**src/rtl/mux_2way_32_if.sv**
```systemverilog
// mux_2way_32_if: bundles the data, select and result signals of mux_2way_32.
//   master modport : drives en, a, b, sel; observes out, out_valid, sel_q
//   slave modport  : the mux itself (inverse directions)
// Optional: MUX_2WAY_32_PARITY_EN adds out_parity (slave -> master).
interface mux_2way_32_if #(
   parameter int WIDTH = 32
);
   logic             en;
   logic [WIDTH-1:0] a;
   logic [WIDTH-1:0] b;
   logic             sel;
   logic [WIDTH-1:0] out;
   logic             out_valid;
   logic             sel_q;
`ifdef MUX_2WAY_32_PARITY_EN
   logic             out_parity;

   modport master (
      output en, a, b, sel,
      input  out, out_valid, sel_q, out_parity
   );

   modport slave (
      input  en, a, b, sel,
      output out, out_valid, sel_q, out_parity
   );
`else
   modport master (
      output en, a, b, sel,
      input  out, out_valid, sel_q
   );

   modport slave (
      input  en, a, b, sel,
      output out, out_valid, sel_q
   );
`endif
endinterface

```
**src/rtl/mux_2way_32.sv**
```systemverilog
// mux_2way_32: registered 2-way mux with load enable.
//   clk   : rising-edge clock
//   reset : synchronous, active-high; clears out, sel_q, out_valid (and parity)
//   bus   : mux_2way_32_if.slave
//             en        load enable
//             a, b      data inputs (sel=0 -> a, sel=1 -> b)
//             out       registered mux result, 1-cycle latency
//             out_valid high for the single cycle after a load
//             sel_q     sel captured alongside out
//             out_parity XOR of out (only with MUX_2WAY_32_PARITY_EN defined)
// All outputs come straight from flops; no combinational input-to-output path.
module mux_2way_32 #(
   parameter int WIDTH = 32
) (
   input  logic          clk,
   input  logic          reset,
   mux_2way_32_if.slave  bus
);

   logic [WIDTH-1:0] out_d,       out_q;
   logic             sel_cap_d,   sel_cap_q;
   logic             out_valid_d, out_valid_q;
`ifdef MUX_2WAY_32_PARITY_EN
   logic             parity_d,    parity_q;
`endif

   always_comb begin
      out_d       = out_q;
      sel_cap_d   = sel_cap_q;
      out_valid_d = 1'b0;
`ifdef MUX_2WAY_32_PARITY_EN
      parity_d    = parity_q;
`endif
      if (bus.en) begin
         out_d       = bus.sel ? bus.b : bus.a;
         sel_cap_d   = bus.sel;
         out_valid_d = 1'b1;
`ifdef MUX_2WAY_32_PARITY_EN
         // Parity of the value being loaded, so it lines up with out.
         parity_d    = ^(bus.sel ? bus.b : bus.a);
`endif
      end
   end

   always_ff @(posedge clk) begin
      if (reset) begin
         out_q       <= '0;
         sel_cap_q   <= 1'b0;
         out_valid_q <= 1'b0;
`ifdef MUX_2WAY_32_PARITY_EN
         parity_q    <= 1'b0;
`endif
      end else begin
         out_q       <= out_d;
         sel_cap_q   <= sel_cap_d;
         out_valid_q <= out_valid_d;
`ifdef MUX_2WAY_32_PARITY_EN
         parity_q    <= parity_d;
`endif
      end
   end

   assign bus.out       = out_q;
   assign bus.sel_q     = sel_cap_q;
   assign bus.out_valid = out_valid_q;
`ifdef MUX_2WAY_32_PARITY_EN
   assign bus.out_parity = parity_q;
`endif

endmodule

```
**src/flat_wrapper.sv**
```systemverilog
// flat-port wrapper written by rule: the top's interface ports become plain ports
module mux_2way_32_flat 
#(
   parameter int WIDTH = 32
)
  (clk, reset, bus_en, bus_a, bus_b, bus_sel, bus_out, bus_out_valid, bus_sel_q);
  mux_2way_32_if #(.WIDTH(WIDTH)) bus_i ();
  input  logic clk;
  input  logic reset;
  input wire logic [$bits(bus_i.en)-1:0] bus_en;
  input wire logic [$bits(bus_i.a)-1:0] bus_a;
  input wire logic [$bits(bus_i.b)-1:0] bus_b;
  input wire logic [$bits(bus_i.sel)-1:0] bus_sel;
  output wire logic [$bits(bus_i.out)-1:0] bus_out;
  output wire logic [$bits(bus_i.out_valid)-1:0] bus_out_valid;
  output wire logic [$bits(bus_i.sel_q)-1:0] bus_sel_q;
  assign bus_i.en = bus_en;
  assign bus_i.a = bus_a;
  assign bus_i.b = bus_b;
  assign bus_i.sel = bus_sel;
  assign bus_out = bus_i.out;
  assign bus_out_valid = bus_i.out_valid;
  assign bus_sel_q = bus_i.sel_q;
  mux_2way_32 #(.WIDTH(WIDTH)) u_core (.clk(clk), .reset(reset), .bus(bus_i));
endmodule
```
**config.mk**
```make
export PLATFORM = sky130hd
export DESIGN_NAME = mux_2way_32_flat
export DESIGN_NICKNAME = d
export VERILOG_FILES = /design/src/rtl/mux_2way_32_if.sv /design/src/rtl/mux_2way_32.sv /design/src/flat_wrapper.sv
export SDC_FILE = /design/constraint.sdc
export NUM_CORES = 1
export LEC_CHECK = 0
export CORE_ASPECT_RATIO = 1.2
export CORE_MARGIN = 2
export CORE_UTILIZATION = 35
export DETAILED_ROUTE_END_ITERATION = 12
export PLACE_DENSITY_LB_ADDON = 0.3
export SYNTH_ARGS = -nofsm -noshare
export SYNTH_HDL_FRONTEND = slang
export SYNTH_SLANG_ARGS = --single-unit
```
**constraint.sdc**
```tcl
create_clock -name clk -period 1 [get_ports clk]
set_clock_uncertainty 0.05 [all_clocks]
set_input_delay 0.1 -clock clk [delete_from_list [all_inputs] [get_ports clk]]
set_output_delay 0.1 -clock clk [all_outputs]
set_load 0.03 [all_outputs]
```
* Word-level counts from Yosys, hierarchy flattened
Index checks and enable logic that the tools add are counted.
** Word-level totals
- Logic and storage cells :: 5
- Bits in registers :: 34
- Bits of input ports :: 68
** Operators by class
- Muxes and demuxes :: 2
** Operator list (number)
- 2-to-1 mux 32 bit :: 1
- 2-to-1 mux 1 bit :: 1

* Longest topological paths before layout
Gate-level depths: netlist of the first run.
- Word-level depth :: 1
- Depth in mapped cells :: 4

* Least setup slack after synthesis of the first run
No wires, ideal clock.
- Path kind :: flip-flop to flip-flop
- Start :: register, netlist name u_core.bus.out[30]
- End :: register u_core.out_q[30], in the netlist u_core.bus.out[30]
- Cell stages (with the launch flop) :: 3
- Path slack :: 121 ps
- Data arrival time :: 743 ps
- Clock period less this slack :: 879 ps
- Required time :: 864 ps
- Setup time :: 86 ps
- Cells stage by stage :: dfxtp_1 -> nor2_1 -> a211oi_1
** RTL lines
- to (signal assigned) :: RTL line mux_2way_32.sv:54 : out_q <= out_d;
- to (decl) :: RTL line mux_2way_32.sv:20 : logic [WIDTH-1:0] out_d, out_q;

* Final worst setup path of the first run
- Start :: register u_core.out_q[20], in the netlist u_core.bus.out[20]
- End :: output bus_out[20]
** RTL lines
- to (decl) :: RTL line flat_wrapper.sv:14 : output wire logic [$bits(bus_i.out)-1:0] bus_out;
No word-level cell between the ends.

==> results of run 1 <==
==> cells by family after synthesis <==
logic type / Yosys count / share of synthesized area [%]
AOI/OAI and AO/OA: 32 / 16.0
buffers and inverters: 15 / 8.00
DFF: 34 / 45.3
muxes: 33 / 22.0
and+or+nand+nor: 34 / 8.67
==> worst paths after layout <==
| path | from | end | slack (ns) |
|---|---|---|---|
| min | bus_en | u_core.bus.out[1]$_SDFFE_PP0P_ | 0.22 |
| min reg2reg | u_core.bus.out[0]$_SDFFE_PP0P_ | u_core.bus.out[0]$_SDFFE_PP0P_ | 0.43 |
| max | u_core.bus.out[20]$_SDFFE_PP0P_ | bus_out[20] | 0.06 |
| max reg2reg | u_core.bus.out[25]$_SDFFE_PP0P_ | u_core.bus.out[25]$_SDFFE_PP0P_ | 0.27 |
==> flip-flops by register name, indices dropped and copies added (netlist names) <==
| signal | count |
|---|---|
| u_core.bus.out | 32 |
| u_core.bus.sel_q | 1 |
| u_core.bus.out_valid | 1 |
==> report_power, final <==
group,internal [mW],switching [mW],total (mW)
Sequential,1.46,0.0507,1.51
Clock,0.530,0.430,0.960
Combinational,0.500,0.434,0.934
==> final cells by class <==
class	count	share of cell area [%]
Timing Repair Buffer	106	39.8
Multi-Input combinational cell	99	27.5
Sequential cell	34	26.7
Clock buffer	6	3.24
Tap cell	56	2.75
==> stage by stage <==
stage | hold WS (ns) | setup slack, ns | TNS, ns
after floorplan | 0.284 | 0.121 | 0
final | 0.217 | 0.0623 | 0
after global placement | 0.423 | -0.0449 | -1.45
after detailed placement | 0.430 | -0.0719 | -1.63
after global routing | 0.232 | 0.0236 | 0
after CTS | 0.207 | 0.0540 | 0
==> routing by layer <==
metal / global-route usage (%) / vias up / wire length [um]
li1: - / 726 / -
met1: 17.7 / 558 / 1450
met2: 24.5 / 71 / 1600
met3: 6.65 / 7 / 398
met4: 7.97 / 0 / 82
met5: 0 / - / 0
==> cells in the mapped netlist, drive strengths merged <==
master  number  area [um2]
dfxtp       34         681
nor2        33         124
mux2i       33         330
clkbuf       7        26.3
a211oi      32         240
nor2b        1        6.26
buf          8        93.8
==> impl_metrics.yaml, run 1 <==
run_status:
  status: "complete, no violations"
finish:
  multi_input_area_um2: 701
  nets: 314
  antenna_cells: 0
  final_cells: 301
  most-common-layout-cells: "65 x clkdlybuf4s50_1, 34 x buf_4, 34 x dfxtp_1, 33 x mux2i_1, 33 x nor2_1"
  layout_commonest_cell: "clkdlybuf4s50_1"
  drive_gt1_share_pct: 19.2
  fillers: 365
  fin_util_pct: 60.8
  seq_area_um2: 681
  syn_to_final_growth_pct: 69.8
  fin_area_um2: 2550
setup_path:
  cpMaxStageDelayCell: "dfxtp_1"
  path_buf_inv: 1
  cp.depth: 1
  crit_family: "flip-flops"
  critical_path_class: "flop to output pin"
  reg2regPathDepth: 2
  cp-start-kind: "flop"
  endpoint_kind: "output pin"
  cp.required_ns: 0.85
  arrival_ns: 0.79
  critical-path-max-stage-delay_ns: 0.34
  cp_max_fo: 2
  path_cells: "buf_4"
placed_design:
  dp_cells: 295
  dpl_cell_area_um2: 2470
  place_hpwl_um: 2700
  io_buffers: 101
  gp_congestion: 0.683
run:
  drv_cap: 0
synthesis:
  synthCells: 148
  yosysSeqAreaShare_pct: 45.3
  syn_area_um2: 1500
  yosys_warnings: 0
  synth_cell_types: 10
  synth_area_per_cell_um2: 10.1
  synth_seq_cells: 34
  synth_nets: 216
global_routing:
  antenna_found_initial: 0
  grt_usage_pct: 15.4
  overflow: 0
  grt_pass1_wl_um: 5780
  grt_max_degree: 36
  grt_pass1_vias: 1329
clock_network:
  cts-htree-levels: 2
  cts.sinks: 34
  ctsRootBufferMaster: "clkbuf_8"
  numCtsBuffers: 5
  cts_resized: 0
  cts_tree: "yes"
  insertion_delay_ns: 0.27
  cts.path.max_buffers: 2
  clk_pin_slew_ns: 0.06
  hold_buffers: 0
  post_cts_buffers: 0
power_and_ir_drop:
  p_total_mw: 3.40
  p_leak_nw: 1.10
  cellPowerDensity_nw_per_um2: 1330
  ir_drop_uv: 851
detailed_routing:
  viasPerCell: 4.52
  route.vias.total: 1362
  drt_iter0_drc: 70
  drc_errors: 0
  drt_wl_total_um: 3540
  wire_per_inst_um: 11.7
  drtPass1Iterations: 4
  drtAntennaViolNets: 0
floorplan:
  row_count: 26
  die_y_um: 75.8
  initial_core_util_pct: 35.8
  core-area_um2: 4200
  io-pin-count: 102
  die_w_um: 63.8
  die_area_um2: 4830
timing:
  slew_headroom_pct: 87.0
  min_period_ns: 0.938
  period_share_pct: 93.8
  max_freq_mhz: 1070
  slew_violations: 0
  setup-violations-final: 0
  hold_violations: 0
  rsz0062_at_grt: "false"
  worstMarginPinSlew_ns: 0.194
min_path:
  holdPathStages: 3
  hp-class: "primary input to flop"
(Power assumes the default switching activity.)
==> inputs of run 2 (changes only) <==
--- a/config.mk
+++ b/config.mk
@@ -5,11 +5,13 @@
 export SDC_FILE = /design/constraint.sdc
 export NUM_CORES = 1
 export LEC_CHECK = 0
+export CAP_MARGIN = 10
 export CORE_ASPECT_RATIO = 1.2
 export CORE_MARGIN = 2
-export CORE_UTILIZATION = 35
+export CORE_UTILIZATION = 32
 export DETAILED_ROUTE_END_ITERATION = 12
 export PLACE_DENSITY_LB_ADDON = 0.3
+export SLEW_MARGIN = 0
 export SYNTH_ARGS = -nofsm -noshare
 export SYNTH_HDL_FRONTEND = slang
 export SYNTH_SLANG_ARGS = --single-unit
==> constraint.sdc (replaced) <==
create_clock -name clk -period 0.8 [get_ports clk]
set_clock_uncertainty 0.05 [all_clocks]
set_input_delay 0.08 -clock clk [delete_from_list [all_inputs] [get_ports clk]]
set_output_delay 0.08 -clock clk [all_outputs]
set_load 0.03 [all_outputs]
==> run 2 against run 1 <==
  * The run now ends with setup timing left
  * Sequential power grew 28%
  * Non-clock buffer count grew 14
  * Final cell count grew 6.0%
  * Worst hold slack lost 0.016 ns
  * Highest routed layer unchanged
  * Power grew 34%
  * Critical path depth is the same
  * Sequential share of layout area shrank 1.6 points
  * Sequential cell count is the same
  * Global-route usage shrank 0.66 points
  * Largest power group unchanged
  * Design area grew 13%
  * Largest cell class unchanged
==> impl_metrics.yaml, run 2 (synthesis results as in run 1) <==
setup_path:
  path_buf_inv: 1
  crit_family: "flip-flops"
  path_cells: "buf_6"
  r2r_start: "u_core.bus.out[7]$_SDFFE_PP0P_"
  cp-start-kind: "flop"
  critical-path-max-stage-delay_ns: 0.35
  arrival_ns: 0.76
  r2r-end: "u_core.bus.out[7]$_SDFFE_PP0P_"
  reg2regPathDepth: 3
  cp_max_fo: 2
  r2r_slack_ns: 0.02
  cp.required_ns: 0.67
  cpMaxStageDelayCell: "dfxtp_2"
  critical_path_class: "flop to output pin"
  endpoint_kind: "output pin"
finish:
  largest_reg_flops: 32
  syn_to_final_growth_pct: 92.2
  layout_commonest_cell: "clkdlybuf4s50_1"
  most-common-layout-cells: "64 x clkdlybuf4s50_1, 35 x buf_6, 34 x dfxtp_2, 33 x mux2i_1, 32 x nor2_1"
  drive_gt1_share_pct: 37.9
  fin_area_um2: 2890
  nets: 328
  fillers: 396
  antenna_cells: 0
clock_network:
  insertion_delay_ns: 0.28
  clk_pin_slew_ns: 0.07
  cts-htree-levels: 2
  cts_tree: "yes"
  numCtsBuffers: 5
  cts.sinks: 34
  cts.path.max_buffers: 2
  ctsRootBufferMaster: "clkbuf_8"
timing:
  slew_headroom_pct: 87.7
  min_period_ns: 0.888
  setup-violations-final: 34
  rsz0062_at_grt: "true"
  worstMarginPinSlew_ns: 0.180
  max_freq_mhz: 1130
  worst_slack_ns: -0.0881
  slew_violations: 0
  hold_violations: 0
  period_share_pct: 111
  hold_slack_ns: 0.201
floorplan:
  die_w_um: 66.5
  initial_core_util_pct: 32.9
  die_y_um: 79.0
  io-pin-count: 102
  core-area_um2: 4560
  die_area_um2: 5260
  row_count: 27
placed_design:
  dpl_cell_area_um2: 2530
  io_buffers: 101
  place_hpwl_um: 2800
  gp_congestion: 0.681
detailed_routing:
  drtAntennaViolNets: 0
  route.vias.total: 1448
  drt_wl_total_um: 4020
  drtPass1Iterations: 4
  drc_errors: 0
  viasPerCell: 4.54
  wire_per_inst_um: 12.6
  drt_iter0_drc: 54
power_and_ir_drop:
  ir_drop_uv: 730
  p_total_mw: 4.56
  p_leak_nw: 1.24
  cellPowerDensity_nw_per_um2: 1580
run:
  drv_cap: 0
global_routing:
  grt_pass1_vias: 1308
  grt_pass1_wl_um: 5960
  antenna_found_initial: 0
  overflow: 0
  grt_max_degree: 35
  grt_usage_pct: 14.7
min_path:
  whs_endpoint: "u_core.bus.out[17]$_SDFFE_PP0P_"
  hp-class: "primary input to flop"
  holdPathStages: 3
  min-delay-start: "bus_en"
run_status:
  violations: "setup timing"
  status: "complete, but fails checks"
run 2: changes by cell type in the layout (fill, tap and decap cells not counted), sizes merged:
cell / before / now
dlymetal6s2s: 0 / 1
buf: 41 / 54
clkbuf: 6 / 8
clkdlybuf4s50: 65 / 64
clkinv: 0 / 1
run 2: through the flow:
stage                     std cells  util, %  setup WS (ns)  TNS [ns]
after floorplan                 148        -         0.0108         0
after global placement          298     55.5         -0.229     -7.72
after detailed placement        298     55.5         -0.261     -7.92
after CTS                       312     61.3        -0.0937     -2.77
after global routing            319     63.3         -0.118     -3.54
final                           319     63.3        -0.0881     -2.42
run 2: layer usage:
metal	GRT usage (%)	vias to the layer above	wire length [um]
li1	-	755	-
met1	17.2	612	1690
met2	23.6	75	1810
met3	6.80	6	479
met4	4.90	0	48
met5	0	-	0
run 2: how the worst max path moves through the flow:
stage	startpoint	end	slack [ns]	depth (start not counted)
after floorplan	bus_sel	u_core.bus.out[15]$_SDFFE_PP0P_	0.01	4
after detailed placement	reset	u_core.bus.out[5]$_SDFFE_PP0P_	-0.26	3
after global placement	reset	u_core.bus.out[14]$_SDFFE_PP0P_	-0.23	3
final	u_core.bus.out[22]$_SDFFE_PP0P_	bus_out[22]	-0.09	1
after CTS	u_core.bus.out[11]$_SDFFE_PP0P_	bus_out[11]	-0.09	1
after global routing	u_core.bus.sel_q$_SDFFE_PP0P_	bus_sel_q	-0.12	1
run 2: layout make-up:
class / count / area (um2) / area share, %
multi-input cells: 99 / 713 / 24.7
clock inverters: 1 / 5.00 / 0.173
flip-flops and latches: 34 / 723 / 25.1
repair buffers: 120 / 1280 / 44.5
well taps: 58 / 72.6 / 2.52
clock buffers: 7 / 86.3 / 2.99
run 2: where the power goes:
part	total, mW	internal (mW)	switching, mW	leakage (nW)
clock network	1.27	0.694	0.581	0.0482
registers	1.93	1.85	0.0887	0.292
logic	1.35	0.776	0.575	0.904
run 2: what timing repair did:
action | in CTS | in global routing
pin swaps | 2 | 10
buffers inserted | 6 | 6
hold buffers | 0 | 0
resized for setup | 36 | 5
endpoints found under the setup margin | 34 | 45
cloned | 0 | 1
